## src/rtl/arbiter_response_ctrl.sv

```systemverilog
`timescale 1ns/1ps
`default_nettype none
// ============================================================================
// Module      : arbiter_response_ctrl
// Description : Control and return path of the I/D-cache to L2 arbiter.
//               Grants one cache at a time and steers the datapath with
//               arbiter_sel. Gates L2 read/write requests and captures L2
//               read data. Returns a one-cycle resp to the granted cache.
// Revision    : 1.0 - initial release
// ============================================================================
module arbiter_response_ctrl #(
  parameter int DATA_WIDTH = 128,
  parameter bit RR_EN      = 1'b1
) (
  input  logic                  clk,
  input  logic                  reset_n,
  input  logic                  i_pmem_read,
  input  logic                  i_pmem_write,
  input  logic                  d_pmem_read,
  input  logic                  d_pmem_write,
  input  logic                  l2_mem_resp,
  input  logic [DATA_WIDTH-1:0] l2_mem_rdata,
  output logic                  arbiter_sel,
  output logic                  l2_mem_read,
  output logic                  l2_mem_write,
  output logic                  i_pmem_resp,
  output logic [DATA_WIDTH-1:0] i_pmem_rdata,
  output logic                  d_pmem_resp,
  output logic [DATA_WIDTH-1:0] d_pmem_rdata
);

  typedef enum logic [1:0] {
    IDLE   = 2'd0,
    I_BUSY = 2'd1,
    D_BUSY = 2'd2,
    DONE   = 2'd3
  } state_t;

  localparam logic c_GRANT_I = 1'b0;
  localparam logic c_GRANT_D = 1'b1;

  state_t                r_state;
  state_t                w_next_state;
  logic                  r_last_grant;
  logic                  w_next_grant;
  logic [DATA_WIDTH-1:0] r_rdata;
  logic                  w_capture;
  logic                  w_i_pending;
  logic                  w_d_pending;
  logic                  w_tie_to_d;
  logic                  w_pick_d;

  assign w_i_pending = i_pmem_read | i_pmem_write;
  assign w_d_pending = d_pmem_read | d_pmem_write;

  // Tie-break policy: alternate against the previous winner, or favour D
  generate
    if (RR_EN) begin : g_round_robin
      assign w_tie_to_d = (r_last_grant == c_GRANT_I);
    end else begin : g_d_priority
      assign w_tie_to_d = 1'b1;
    end
  endgenerate

  assign w_pick_d = w_d_pending & (~w_i_pending | w_tie_to_d);

  // State, grant history and captured read data registers
  always_ff @(posedge clk or negedge reset_n) begin
    if (!reset_n) begin
      r_state      <= IDLE;
      r_last_grant <= c_GRANT_I;
      r_rdata      <= '0;
    end else begin
      r_state      <= w_next_state;
      r_last_grant <= w_next_grant;
      if (w_capture) begin
        r_rdata <= l2_mem_rdata;
      end
    end
  end

  // Next-state, grant selection and capture strobe
  always_comb begin
    w_next_state = r_state;
    w_next_grant = r_last_grant;
    w_capture    = 1'b0;
    case (r_state)
      IDLE: begin
        if (w_pick_d) begin
          w_next_state = D_BUSY;
          w_next_grant = c_GRANT_D;
        end else if (w_i_pending) begin
          w_next_state = I_BUSY;
          w_next_grant = c_GRANT_I;
        end
      end
      I_BUSY, D_BUSY: begin
        // L2 completion only matters while a transaction is outstanding
        if (l2_mem_resp) begin
          w_capture    = 1'b1;
          w_next_state = DONE;
        end
      end
      DONE: begin
        w_next_state = IDLE;
      end
      default: begin
        w_next_state = IDLE;
      end
    endcase
  end

  // L2 request gating and completion pulses to the caches
  always_comb begin
    l2_mem_read  = 1'b0;
    l2_mem_write = 1'b0;
    i_pmem_resp  = 1'b0;
    d_pmem_resp  = 1'b0;
    case (r_state)
      I_BUSY: begin
        l2_mem_read  = i_pmem_read;
        l2_mem_write = i_pmem_write;
      end
      D_BUSY: begin
        l2_mem_read  = d_pmem_read;
        l2_mem_write = d_pmem_write;
      end
      DONE: begin
        // Requests are still held here, so L2 is deliberately not driven
        i_pmem_resp = (r_last_grant == c_GRANT_I);
        d_pmem_resp = (r_last_grant == c_GRANT_D);
      end
      default: begin
      end
    endcase
  end

  // Select follows the most recent grant so the datapath never glitches in IDLE
  assign arbiter_sel  = r_last_grant;
  assign i_pmem_rdata = r_rdata;
  assign d_pmem_rdata = r_rdata;

endmodule
`default_nettype wire

```

## config.mk

```make
export PLATFORM = sky130hd
export DESIGN_NAME = arbiter_response_ctrl
export DESIGN_NICKNAME = d
export VERILOG_FILES = /design/src/rtl/arbiter_response_ctrl.sv
export SDC_FILE = /design/constraint.sdc
export NUM_CORES = 1
export LEC_CHECK = 0
export BUFFER_PORTS_ARGS = -buffer_cell sky130_fd_sc_hd__buf_2
export CORE_UTILIZATION = 25
export DETAILED_ROUTE_END_ITERATION = 12
export PLACE_DENSITY = 0.51
export SETUP_SLACK_MARGIN = 0.05
export SYNTH_ARGS = -nofsm -noshare
export SYNTH_HDL_FRONTEND = slang
export SYNTH_SLANG_ARGS = --single-unit
export TNS_END_PERCENT = 30
```

## constraint.sdc

```tcl
create_clock -name clk -period 1.5 [get_ports clk]
set_input_delay 0.3 -clock clk [delete_from_list [all_inputs] [get_ports clk]]
set_output_delay 0.3 -clock clk [all_outputs]
set_load 0.02 [all_outputs]
```

# After elaboration in Yosys (flattened, before gate mapping)

Cells that the tools add are included.

Equal/unequal tests: 5
Reductions and logical operators: 5
Bitwise logic cells: 6
Mux-type cells: 12

Operators by type and width:

| kind                 | count |
|---|---|
| $mux W1              | 6 |
| $mux W2              | 3 |
| $pmux W2 S3          | 1 |
| $eq A2 B2 Y1 const B | 2 |
| $pmux W1 S2          | 2 |
| $reduce_and A2 Y1    | 2 |
| $ne A3 B3 Y1 const B | 1 |
| $or A1 B1 Y1         | 3 |
| $eq A2 B1 Y1 const B | 1 |
| $logic_not A2 Y1     | 1 |
| $ne A2 B2 Y1 const B | 1 |
| $not A1 Y1           | 2 |
| $reduce_bool A2 Y1   | 1 |
| $reduce_or A2 Y1     | 1 |
| $and A1 B1 Y1        | 1 |

Output and inout port bits: 261
Flip-flop bits (word level): 131

# Longest topological paths before layout

Word-level depth: 6
Depth in mapped cells: 6
Gate-level depth less buffers: 5

# Worst setup path after synthesis

OpenSTA, ideal clock, no wires.

Kind: register -> register
Start: register r_state[0]
End: register r_rdata[0], in the netlist d_pmem_rdata[0]
Path buffers: 2
Setup time: 0.125 ns
Setup slack: -0.122 ns
Required time: 1.375 ns
Stages on the path, launching flop included: 7
Period minus slack after synthesis: 1.622 ns
Data arrival time: 1.497 ns
Path through: dfrtp_1 > inv_1 > ha_1 > nand2_2 > buf_12 > buf_12 > mux2_4

Word-level cells in the longest chain between the ends: 3
Elaborated cells between the ends (all ways): 4
Those cells by class: 2 x eq/ne; 1 x mux; 1 x reduce/logical

RTL lines:

| what                                                | RTL line | RTL |
|---|---|---|
| start: declaration                                  | 42       | `state_t r_state;` |
| start signal: assignment                            | 74       | `r_state <= w_next_state;` |
| $eq A2 B2 Y1 / $eq A2 B1 Y1 (equally long branches) | 87       | `case (r_state)` |
| $reduce_or A2 Y1 (*)                                | 87       |  |
| $mux W1 (*)                                         | 87       |  |
| end signal: assignment                              | 77       | `r_rdata <= l2_mem_rdata;` |
| end: declaration                                    | 46       | `logic [DATA_WIDTH-1:0] r_rdata;` |

Every way passes the cells marked *; elsewhere a longest branch is shown, timed or not.
A chain may end at the register's enable or synchronous reset.

# Final worst setup path

Start: register r_state[1]
End: output port l2_mem_read

Word-level cells in the longest chain between the ends: 2
Elaborated cells between the ends (all ways): 3
Those cells by class: 2 x eq/ne; 1 x mux

RTL lines:

| what                                                | RTL line | RTL |
|---|---|---|
| $eq A2 B2 Y1 / $eq A2 B1 Y1 (equally long branches) | 119      | `case (r_state)` |
| $pmux W1 S2 (*)                                     | 119      |  |
| end: declaration                                    | 24       | `output logic l2_mem_read,` |

Marks and branches as above.

==> impl_results.md <==
- Distinct cells, synth: 23
- Number of max-slew violations in the final report: 0
- Worst VDD drop: 1300 uV
- Register area share after synthesis: 49.8%
- Post-synthesis share of cell area spent on full adders, half adders and majority gates: 0.760%
- Startpoint type of the worst setup path: flop
- Clock network latency to the later pin of the worst-skew pair: 0.40 ns
- Mux contribution to synthesized area: 28.7%
- Post-detailed-routing wire length: 16.4 mm
- Initial detailed-routing violation count: 170
- ANT nets after route: 0
- Netlist area before placement: 6590 um^2
- Min Hold Slack: 0.122 ns
- Via count: 4164
- Part of the cycle the worst path needs: 120%
- Die Footprint: 27000 um^2
- Worst clock skew on the final layout: 0.00848 ns
- Hold violation count in the final report: 0
- Critical Setup Path Class: reg2out
- Capture point of the critical path: l2_mem_read
- CP arrival: 1.49 ns
- Post-route DRC: 0
- Top fanout value on the critical path: 5
- Synthesized instance count: 429
- Share of synthesized flip-flops with an asynchronous set or reset: 100%
- Fraction of final layout cells with drive strength greater than 1: 79.8%
- Minimum setup slack in the final design: -0.293 ns
- Via density: 3.85
- Global-route wire length before repair: 24.2 mm
- Required time at the endpoint of the critical path: 1.20 ns
- Root Buffer Master: sky130_fd_sc_hd__clkbuf_16
- Count of fill cells added during filler insertion: 2617
- Relative contribution of the clock network to total power: 14.6%
- X dimension of the die: 164 um
- HPWL Detailed: 12.0 mm
- Xor/xnor share of the synthesized area: 0%
- Category of the worst setup path capture point: output port
- Worst r2r path cells: 6
- GRT Overall Usage: 12.0%
- Synthesized-area fraction occupied by and/or/nand/nor cells: 1.14%
- Placed cell count: 1042
- Vertical die dimension: 164 um
- Cell area power density: 2940 nW/um^2
- I/O pin total: 396
- TritonCTS clock tree: built
- Total global routing overflow: 0
- Main combinational cell family by area after synthesis: multiplexers
- Compound-Gate Fraction of Synth Area: 1.06%
- Internal Power: 14.9 mW
- Clock transition at the registers of the reported paths: 0.06 ns
- Finished Layout Cells: 1081
- Number of enable flip-flop cells after synthesis: 0
- Final layout net count: 875
- Pin count of the biggest net entering global routing: 35
- Max-cap violations: 0
- Count of H-tree levels built during CTS: 4
- Worst reg2reg path startpoint: r_state[1]
- Slew HR: 75.7%
- Post-route core utilization: 34.2%
- YS warnings: 0
- Final Critical Period: 1.79 ns
- Weighted congestion reported at the end of routability-driven placement: 0.720
- Yosys reg bits: 131
- Launch point of the worst path: r_state[1]
- Area delta synth->final: 34.7%
- Synth Flop Type: sky130_fd_sc_hd__dfrtp_1
- Net switching power of the design: 11.2 mW
- Average footprint of a synthesized cell: 15.4 um^2
- Net count after synthesis: 568
- Capture point of the worst reg-to-reg path: d_pmem_rdata[55]
- Wirelength per Cell: 15.2 um
- Measured slew at the worst slew-check pin: 0.365 ns
- Total number of placement rows: 59
- Run status: finished with violations
- Sequential Power Share: 26.9%
- # port buffers: 395
- Highest clock rate: 558 MHz
- Vias in the first global route: 4082
- Floorplan Core Area: 26000 um^2
- Leakage power summed over all cells: 4.86 nW
- Effective utilization at floorplan: 25.4%
- Violations in the final reports: negative setup slack
- Hold Crit Class: in2reg
- Setup slack, reg-to-reg: -0.28 ns
- Number of buffers added by the clock tree synthesis step: 17
- Endpoints failing setup: 132
- Clk sinks: 131
- RSZ-0062 raised after global routing: true
- Switching part of the total: 42.8%
- Drt pass-1 iters: 4
- Antenna cell count: 0
- Longest Clk Path Bufs: 2
- Initial antenna violation count: 0
- Combinational share of power: 58.5%
## flip-flops by register name (all words and copies together) (netlist names)
name / count
arbiter_sel: 1
r_state: 2
d_pmem_rdata: 128
## stage by stage
| stage | area (um^2) | power (mW) | setup TNS [ns] | setup slack, ns |
|---|---|---|---|---|
| floorplan | 6610 | 19.4 | -0.0101 | -0.000101 |
| detailed placement | 8060 | 21.6 | -5.06 | -0.0721 |
| global route | 8880 | 27.8 | -38.73 | -0.381 |
| global placement | 8060 | 21.5 | -2.68 | -0.0494 |
| finish | 8880 | 26.1 | -28.38 | -0.293 |
| CTS | 8860 | 26.4 | -32.83 | -0.332 |
## final cells by class
cell class	count	area [um^2]	share of cell area, %
inverter	2	7.51	0.0846
multi-input combinational	156	2190	24.6
clock inverter	11	91.3	1.03
tap	335	419	4.72
clock buffer	18	439	4.95
sequential	131	3280	36.9
timing repair buffer	428	2450	27.6
## routing by layer
layer / routed length [um] / global-route usage [%] / part of all wire (%) / vias to the layer above
li1: - / - / - / 1932
met1: 7100 / 15.3 / 43 / 2030
met2: 8260 / 20.0 / 50 / 196
met3: 920 / 2.60 / 5.6 / 6
met4: 155 / 3.66 / 0.94 / 0
met5: 0 / 0 / 0 / -
## placed cells by master (no fill, tap or decap), types with 2 or more instances in the layout
cell type	instances
sky130_fd_sc_hd__inv_2	2
sky130_fd_sc_hd__mux2_2	8
sky130_fd_sc_hd__buf_16	2
sky130_fd_sc_hd__clkinv_2	6
sky130_fd_sc_hd__a22oi_2	2
sky130_fd_sc_hd__buf_12	4
sky130_fd_sc_hd__bufbuf_16	4
sky130_fd_sc_hd__buf_2	391
sky130_fd_sc_hd__nand2_8	2
sky130_fd_sc_hd__o21ai_0	2
sky130_fd_sc_hd__clkbuf_16	17
sky130_fd_sc_hd__nor2b_1	4
sky130_fd_sc_hd__buf_6	7
sky130_fd_sc_hd__dfrtp_1	131
sky130_fd_sc_hd__clkinvlp_4	3
sky130_fd_sc_hd__ha_4	3
sky130_fd_sc_hd__mux2_4	120
sky130_fd_sc_hd__buf_4	19
sky130_fd_sc_hd__nor3b_1	2
## Yosys cell counts, types with 2 or more instances
library cell	count	area, um^2
sky130_fd_sc_hd__ha_1	4	50.1
sky130_fd_sc_hd__inv_1	2	7.51
sky130_fd_sc_hd__buf_6	3	33.8
sky130_fd_sc_hd__nor3b_1	2	15.0
sky130_fd_sc_hd__nor2b_1	5	31.3
sky130_fd_sc_hd__buf_4	128	961
sky130_fd_sc_hd__o21ai_0	2	10.0
sky130_fd_sc_hd__mux2_4	120	1800
sky130_fd_sc_hd__mux2_2	8	90.1
sky130_fd_sc_hd__buf_12	11	220
sky130_fd_sc_hd__dfrtp_1	131	3280
sky130_fd_sc_hd__a22oi_1	2	15.0
## worst min path at each step
stage               slack, ns                 to             start  cells after the start
finish                   0.12   d_pmem_rdata[68]  l2_mem_rdata[68]                      2
global route             0.09   d_pmem_rdata[73]  l2_mem_rdata[73]                      2
CTS                      0.09   d_pmem_rdata[68]  l2_mem_rdata[68]                      2
detailed placement       0.24  d_pmem_rdata[110]           reset_n                      1
global placement         0.24  d_pmem_rdata[110]           reset_n                      1
floorplan               0.004        arbiter_sel           reset_n                      0
## worst max-delay path, cell delays in order, from the launching register on
cell	delay (ns)
sky130_fd_sc_hd__dfrtp_1	0.40
sky130_fd_sc_hd__inv_2	0.10
sky130_fd_sc_hd__ha_4	0.20
sky130_fd_sc_hd__buf_6	0.12
sky130_fd_sc_hd__nor2b_1	0.12
sky130_fd_sc_hd__buf_4	0.15
## cell families (layout without fill, tap and decap cells)
group | after synthesis | count (layout)
and+or+nand+nor | 12 | 14
AOI/OAI and AO/OA | 10 | 10
adders and majority gates | 4 | 4
DFF | 131 | 131
buffers and inverters | 144 | 459
muxes | 128 | 128
## repair_timing
item,in CTS,in global routing
gates resized for setup,16,3
endpoints found under the setup margin,131,133
hold buffers,1,0
buffers inserted,3,0
pin swaps,5,1
cloned,6,0
endpoints found under the hold margin,27,0
## power groups by stage
stage	Clock (mW)	Combinational, mW	Sequential (mW)
detailed placement	0	14.5	7.10
floorplan	0	10.5	8.96
finish	3.81	15.2	7.02
global route	4.12	16.3	7.35
global placement	0	14.4	7.10
CTS	3.96	15.4	7.09
No activity file was read; power rests on OpenSTA's default activity.
